`config.mk`:
```
export PLATFORM = sky130hd
export DESIGN_NAME = boneless_boot_loader
export DESIGN_NICKNAME = d
export VERILOG_FILES = /design/src/rtl/boneless_boot_pkg.sv /design/src/rtl/boneless_boot_mux.sv /design/src/rtl/boneless_boot_loader.sv
export SDC_FILE = /design/constraint.sdc
export NUM_CORES = 1
export LEC_CHECK = 0
export ABC_AREA = 0
export CAP_MARGIN = 20
export CORE_MARGIN = 2
export CORE_UTILIZATION = 35
export DETAILED_ROUTE_END_ITERATION = 16
export GPL_TIMING_DRIVEN = 0
export PLACE_DENSITY = 0.65
export SLEW_MARGIN = 40
export SYNTH_ARGS = -nofsm -noshare
export SYNTH_HDL_FRONTEND = slang
export SYNTH_SLANG_ARGS = --single-unit
```
`constraint.sdc`:
```
create_clock -name clk -period 2.1 [get_ports clk]
set_input_delay 0.42 -clock clk [delete_from_list [all_inputs] [get_ports clk]]
set_output_delay 0.42 -clock clk [all_outputs]
set_load 0.005 [all_outputs]
```
`src/rtl/boneless_boot_pkg.sv`:
```
// Shared types and constants for the Boneless boot loader.
package boneless_boot_pkg;

  localparam int WORD_W = 16;

  typedef enum logic [2:0] {
    HDR,
    LOAD,
    CSUM,
    RUN,
    ERR
  } boot_state_t;

endpackage

```
`src/rtl/boneless_boot_mux.sv`:
```
// Main-memory port steering: the CPU owns the ports in RUN, the loader otherwise.
module boneless_boot_mux
  import boneless_boot_pkg::*;
(
  input  logic              run,
  input  logic [WORD_W-1:0] cpu_mem_r_addr,
  input  logic              cpu_mem_r_en,
  output logic [WORD_W-1:0] cpu_mem_r_data,
  input  logic [WORD_W-1:0] cpu_mem_w_addr,
  input  logic [WORD_W-1:0] cpu_mem_w_data,
  input  logic              cpu_mem_w_en,
  input  logic [WORD_W-1:0] ld_w_addr,
  input  logic [WORD_W-1:0] ld_w_data,
  input  logic              ld_w_en,
  output logic [WORD_W-1:0] mem_r_addr,
  output logic              mem_r_en,
  input  logic [WORD_W-1:0] mem_r_data,
  output logic [WORD_W-1:0] mem_w_addr,
  output logic [WORD_W-1:0] mem_w_data,
  output logic              mem_w_en
);

  // The loader never reads, so the read port is idle outside RUN.
  always_comb begin
    cpu_mem_r_data = mem_r_data;
    mem_r_addr     = '0;
    mem_r_en       = 1'b0;
    mem_w_addr     = ld_w_addr;
    mem_w_data     = ld_w_data;
    mem_w_en       = ld_w_en;
    if (run) begin
      mem_r_addr = cpu_mem_r_addr;
      mem_r_en   = cpu_mem_r_en;
      mem_w_addr = cpu_mem_w_addr;
      mem_w_data = cpu_mem_w_data;
      mem_w_en   = cpu_mem_w_en;
    end
  end

endmodule

```
`src/rtl/boneless_boot_loader.sv`:
```
// Boot controller: holds the Boneless CPU in reset while a framed image
// (count, payload, checksum) is streamed into main memory, then releases it.
module boneless_boot_loader
  import boneless_boot_pkg::*;
#(
  parameter logic [WORD_W-1:0] BASE_ADDR = 16'h0000,
  parameter int unsigned       MAX_WORDS = 1024
) (
  input  logic              clk,
  input  logic              rst,
  input  logic              reboot,
  input  logic [WORD_W-1:0] src_data,
  input  logic              src_valid,
  output logic              src_ready,
  output logic              cpu_rst,
  input  logic [WORD_W-1:0] cpu_mem_r_addr,
  input  logic              cpu_mem_r_en,
  output logic [WORD_W-1:0] cpu_mem_r_data,
  input  logic [WORD_W-1:0] cpu_mem_w_addr,
  input  logic [WORD_W-1:0] cpu_mem_w_data,
  input  logic              cpu_mem_w_en,
  output logic [WORD_W-1:0] mem_r_addr,
  output logic              mem_r_en,
  input  logic [WORD_W-1:0] mem_r_data,
  output logic [WORD_W-1:0] mem_w_addr,
  output logic [WORD_W-1:0] mem_w_data,
  output logic              mem_w_en,
  output logic              boot_done,
  output logic              boot_err,
  output logic [WORD_W-1:0] words_loaded
);

  boot_state_t       state, state_next;
  logic [WORD_W-1:0] count, count_next;
  logic [WORD_W-1:0] index, index_next;
  logic [WORD_W-1:0] sum, sum_next;
  logic [WORD_W-1:0] words_loaded_next;
  logic              acc;
  logic              ld_w_en;
  logic [WORD_W-1:0] ld_w_addr;

  // Reboot blocks the stream in its cycle so a presented word is kept, not lost.
  assign src_ready = ((state == HDR) || (state == LOAD) || (state == CSUM)) && !reboot && !rst;
  assign acc       = src_valid && src_ready;
  assign cpu_rst   = (state != RUN);
  assign boot_done = (state == RUN);
  assign boot_err  = (state == ERR);
  assign ld_w_addr = BASE_ADDR + index;

  always_ff @(posedge clk) begin
    if (rst) begin
      state        <= HDR;
      count        <= '0;
      index        <= '0;
      sum          <= '0;
      words_loaded <= '0;
    end else begin
      state        <= state_next;
      count        <= count_next;
      index        <= index_next;
      sum          <= sum_next;
      words_loaded <= words_loaded_next;
    end
  end

  always_comb begin
    state_next        = state;
    count_next        = count;
    index_next        = index;
    sum_next          = sum;
    words_loaded_next = words_loaded;
    ld_w_en           = 1'b0;
    if (reboot) begin
      state_next        = HDR;
      index_next        = '0;
      sum_next          = '0;
      words_loaded_next = '0;
    end else begin
      unique case (state)
        HDR: if (acc) begin
          count_next        = src_data;
          index_next        = '0;
          sum_next          = '0;
          words_loaded_next = '0;
          if (src_data == '0)
            state_next = CSUM;
          else if (32'(src_data) > MAX_WORDS)
            state_next = ERR;
          else
            state_next = LOAD;
        end
        LOAD: if (acc) begin
          ld_w_en           = 1'b1;
          sum_next          = sum + src_data;
          index_next        = index + 1'b1;
          words_loaded_next = words_loaded + 1'b1;
          if (index == count - 1'b1)
            state_next = CSUM;
        end
        CSUM: if (acc) begin
          state_next = (src_data == sum) ? RUN : ERR;
        end
        default: ;
      endcase
    end
  end

  boneless_boot_mux u_mux (
    .run            (state == RUN),
    .cpu_mem_r_addr (cpu_mem_r_addr),
    .cpu_mem_r_en   (cpu_mem_r_en),
    .cpu_mem_r_data (cpu_mem_r_data),
    .cpu_mem_w_addr (cpu_mem_w_addr),
    .cpu_mem_w_data (cpu_mem_w_data),
    .cpu_mem_w_en   (cpu_mem_w_en),
    .ld_w_addr      (ld_w_addr),
    .ld_w_data      (src_data),
    .ld_w_en        (ld_w_en),
    .mem_r_addr     (mem_r_addr),
    .mem_r_en       (mem_r_en),
    .mem_r_data     (mem_r_data),
    .mem_w_addr     (mem_w_addr),
    .mem_w_data     (mem_w_data),
    .mem_w_en       (mem_w_en)
  );

endmodule

```
==> metrics.txt <==
outcome=complete, but fails checks; violated checks=setup timing; Hold Path End=count[1]; post-synth top area share=~28%; final net count=903; Starting Density=35.8%; initial antenna violation count=0; Core Region=between 10,000 and 15,000 um^2; most common cell in the netlist=dfxtp_1; crit end category=flip-flop; Worst-Skew Late Latency=between 300 and 400 ps; dpl hpwl=about 12 mm; Detailed Route Iter0 Violations=approximately 320; clk_skew=5.59 ps; cts hold-fix bufs=0; depth of the worst hold-timing path=2; vias per cell=5.44; min Tclk post-route=2170 ps; library cells used by synthesis=63; critical path's top delay family=compound AO/OA/AOI/OAI gates; worst reg2reg path depth=9; Worst Path Buf+Inv=1; flop-to-flop setup slack=-70 ps; Mapped Area=approximately 4700 um^2; post-route ant nets=0; Worst Hold Launch=rst; gpl congestion=~0.92; first-pass GRT wire length=roughly 27 mm; fillcell total=about 1,100; ANT cells=0; routed length per instance=roughly 18 um; syn avg cell area=about 7.8 um^2; Area Overhead vs Synth=63.3%; asr flop ratio synth=0%; die height=roughly 120 um; Clk pin slew, worst setup/hold paths=60 ps; peak supply drop=about 420 uV; Critical Path Source Type=flip-flop; setup_tns=-428 ps; Post-synth EDFFs=0; TritonCTS clock tree=done; leak pwr=roughly 3 nW; final wirelength=roughly 17 mm; input/output buffers=~150; GR Util All Layers=23.5%; crit path cell chain=ha_4, buf_4, a211oi_4, nor2_2, or4b_4, a31o_1, a21oi_2, xor2_1, o21ai_1; IO Count=between 150 and 200; fmax=approximately 460 MHz; Final WS setup=-75.0 ps; Hold WC Path Type=primary input to flip-flop; # DRC=0; Switching Share=25.6%; synth top area cells=dfxtp_1 (28%), mux2_2 (7.6%), nor2_1 (5.0%); pin count of the biggest net entering global routing=12; vias in the first global route=approximately 5,400; crit path DAT=about 2400 ps; Max Cap Viol=0; max incr delay on CP=500 ps; CTS Buffer Depth=2; post-synth top area cell=dfxtp_1; grt ovf=0; syn_nets=just over 700; Max-slew headroom=a little over three fifths; worst r2r dst=sum[9]; Rows=42; Power Density=461 nW/um^2; Slew Viols, Final=0; sw power=912 uW; root buffer cell=clkbuf_16; Req. time, crit path=roughly 2300 ps; drt pass-1 iters=4; final hold vios=0; die area=around 14,000 um^2; actual slew at the worst max-slew pin=approximately 560 ps; Syn. warnings=0; RSZ-0062 raised after global routing=yes; Int Pwr=roughly 2.6 mW; Slowest-stage cell, CP=or4b_4; Main synth FF type=dfxtp_1; Yosys reg bits=67; endpoints failing setup=20; Die Width=between 100 and 150 um; Mapped Cells=approximately 600; Max Fanout on Critical Path=2; clock sinks=67; Max H-tree Level=3; TritonCTS buffer count=9; register area share after synthesis=between 20 and 30%; share of cells above drive strength 1=around 29%; sequential share of power=between 30 and 40%; Post-synth top cells=dfxtp_1 (67), nor2_1 (63), nand2_1 (61); logic gate share of total power=19.0%; Clock power frac=between 40% and 50%; critical path class=flip-flop to flip-flop; via count=5,330; Place WS=-1250 ps; Final Cycle Share=104%; Reg-to-Reg Start=sum[0]
## cell families (layout without fill, tap and decap cells)
kind of cell,after synthesis,count (layout),synth area share [%]
flip-flops,67,67,28.4
AO/OA/AOI/OAI,132,132,17.3
buffers and inverters,58,258,6.30
multiplexers,32,32,7.63
adder cells (fa/ha/maj),19,19,5.19
AND/OR/NAND/NOR,246,246,26.1
XOR/XNOR,49,49,9.08
## placed cells by master (no fill, tap or decap), drive strengths merged, types with 15 or more instances in the layout
master         Yosys  layout
buf               25     100
clkdlybuf4s50      0      83
dfxtp             67      67
nor2              64      64
nand2             61      61
a21oi             43      43
o21ai             36      36
clkbuf            21      34
mux2              32      32
xnor2             26      26
nand3             24      24
xor2              23      23
nor3              18      18
and2              18      18
ha                18      18
clkdlybuf4s15      0      15
## routing by layer
layer | vias up | GRT usage [%] | routed length (um)
met5 | - | 0 | 0
met4 | 0 | 9.56 | 569
met3 | 41 | 4.43 | 1170
met2 | 236 | 41.3 | 8380
met1 | 2515 | 28.1 | 7060
li1 | 2538 | - | -
## registers in the layout (all words and copies together) (netlist names)
| register | cells |
|---|---|
| state | 3 |
| count | 16 |
| index | 16 |
| sum | 16 |
| words_loaded | 16 |
## worst max-delay path by stage
stage | end | slack (ps) | from | cells past startpoint
2_1_floorplan | sum[14] | -30 | src_data[0] | 9
3_3_place_gp | mem_w_en | -1220 | reboot | 7
3_5_place_dp | mem_w_en | -1250 | reboot | 7
4_1_cts | mem_w_addr[8] | -180 | state[0] | 9
5_1_grt | sum[12] | -170 | sum[0] | 9
6_report | sum[9] | -70 | sum[0] | 9
## power groups by stage
stage	clock [mW]	combinational [mW]	sequential [mW]
2_1_floorplan	0	0.289	1.33
3_3_place_gp	0	0.579	1.33
3_5_place_dp	0	0.588	1.33
4_1_cts	1.58	0.645	1.31
5_1_grt	1.63	0.726	1.31
6_report	1.57	0.677	1.31
## final cells by class
cell class | count | area, um^2 | area share, %
Clock inverter | 3 | 46.3 | 0.600
Sequential cell | 67 | 1360 | 17.6
Timing Repair Buffer | 189 | 1880 | 24.3
Buffer | 41 | 283 | 3.66
Tap cell | 176 | 220 | 2.85
Multi-Input combinational cell | 478 | 3630 | 47.0
Clock buffer | 13 | 260 | 3.37
Inverter | 12 | 45.0 | 0.584
## timing repair
item                       4_1_cts  5_1_grt
pin swaps                       23       36
gates cloned                     5        0
buffers inserted                24       15
setup endpoints to repair      102       72
gates resized for setup        350       57
## stage by stage
stage | utilization [%] | instances | area, um^2 | power, mW | hold slack [ps]
after global placement | 49.8 | 933 | 6570 | 1.91 | 444
after detailed placement | 49.8 | 933 | 6570 | 1.92 | 455
after global routing | 58.5 | 979 | 7720 | 3.66 | 400
after floorplan | - | 603 | 4800 | 1.62 | 429
final | 58.5 | 979 | 7720 | 3.56 | 379
after CTS | 57.1 | 973 | 7530 | 3.53 | 367
Note: power is estimated with default switching activity, not from simulation.
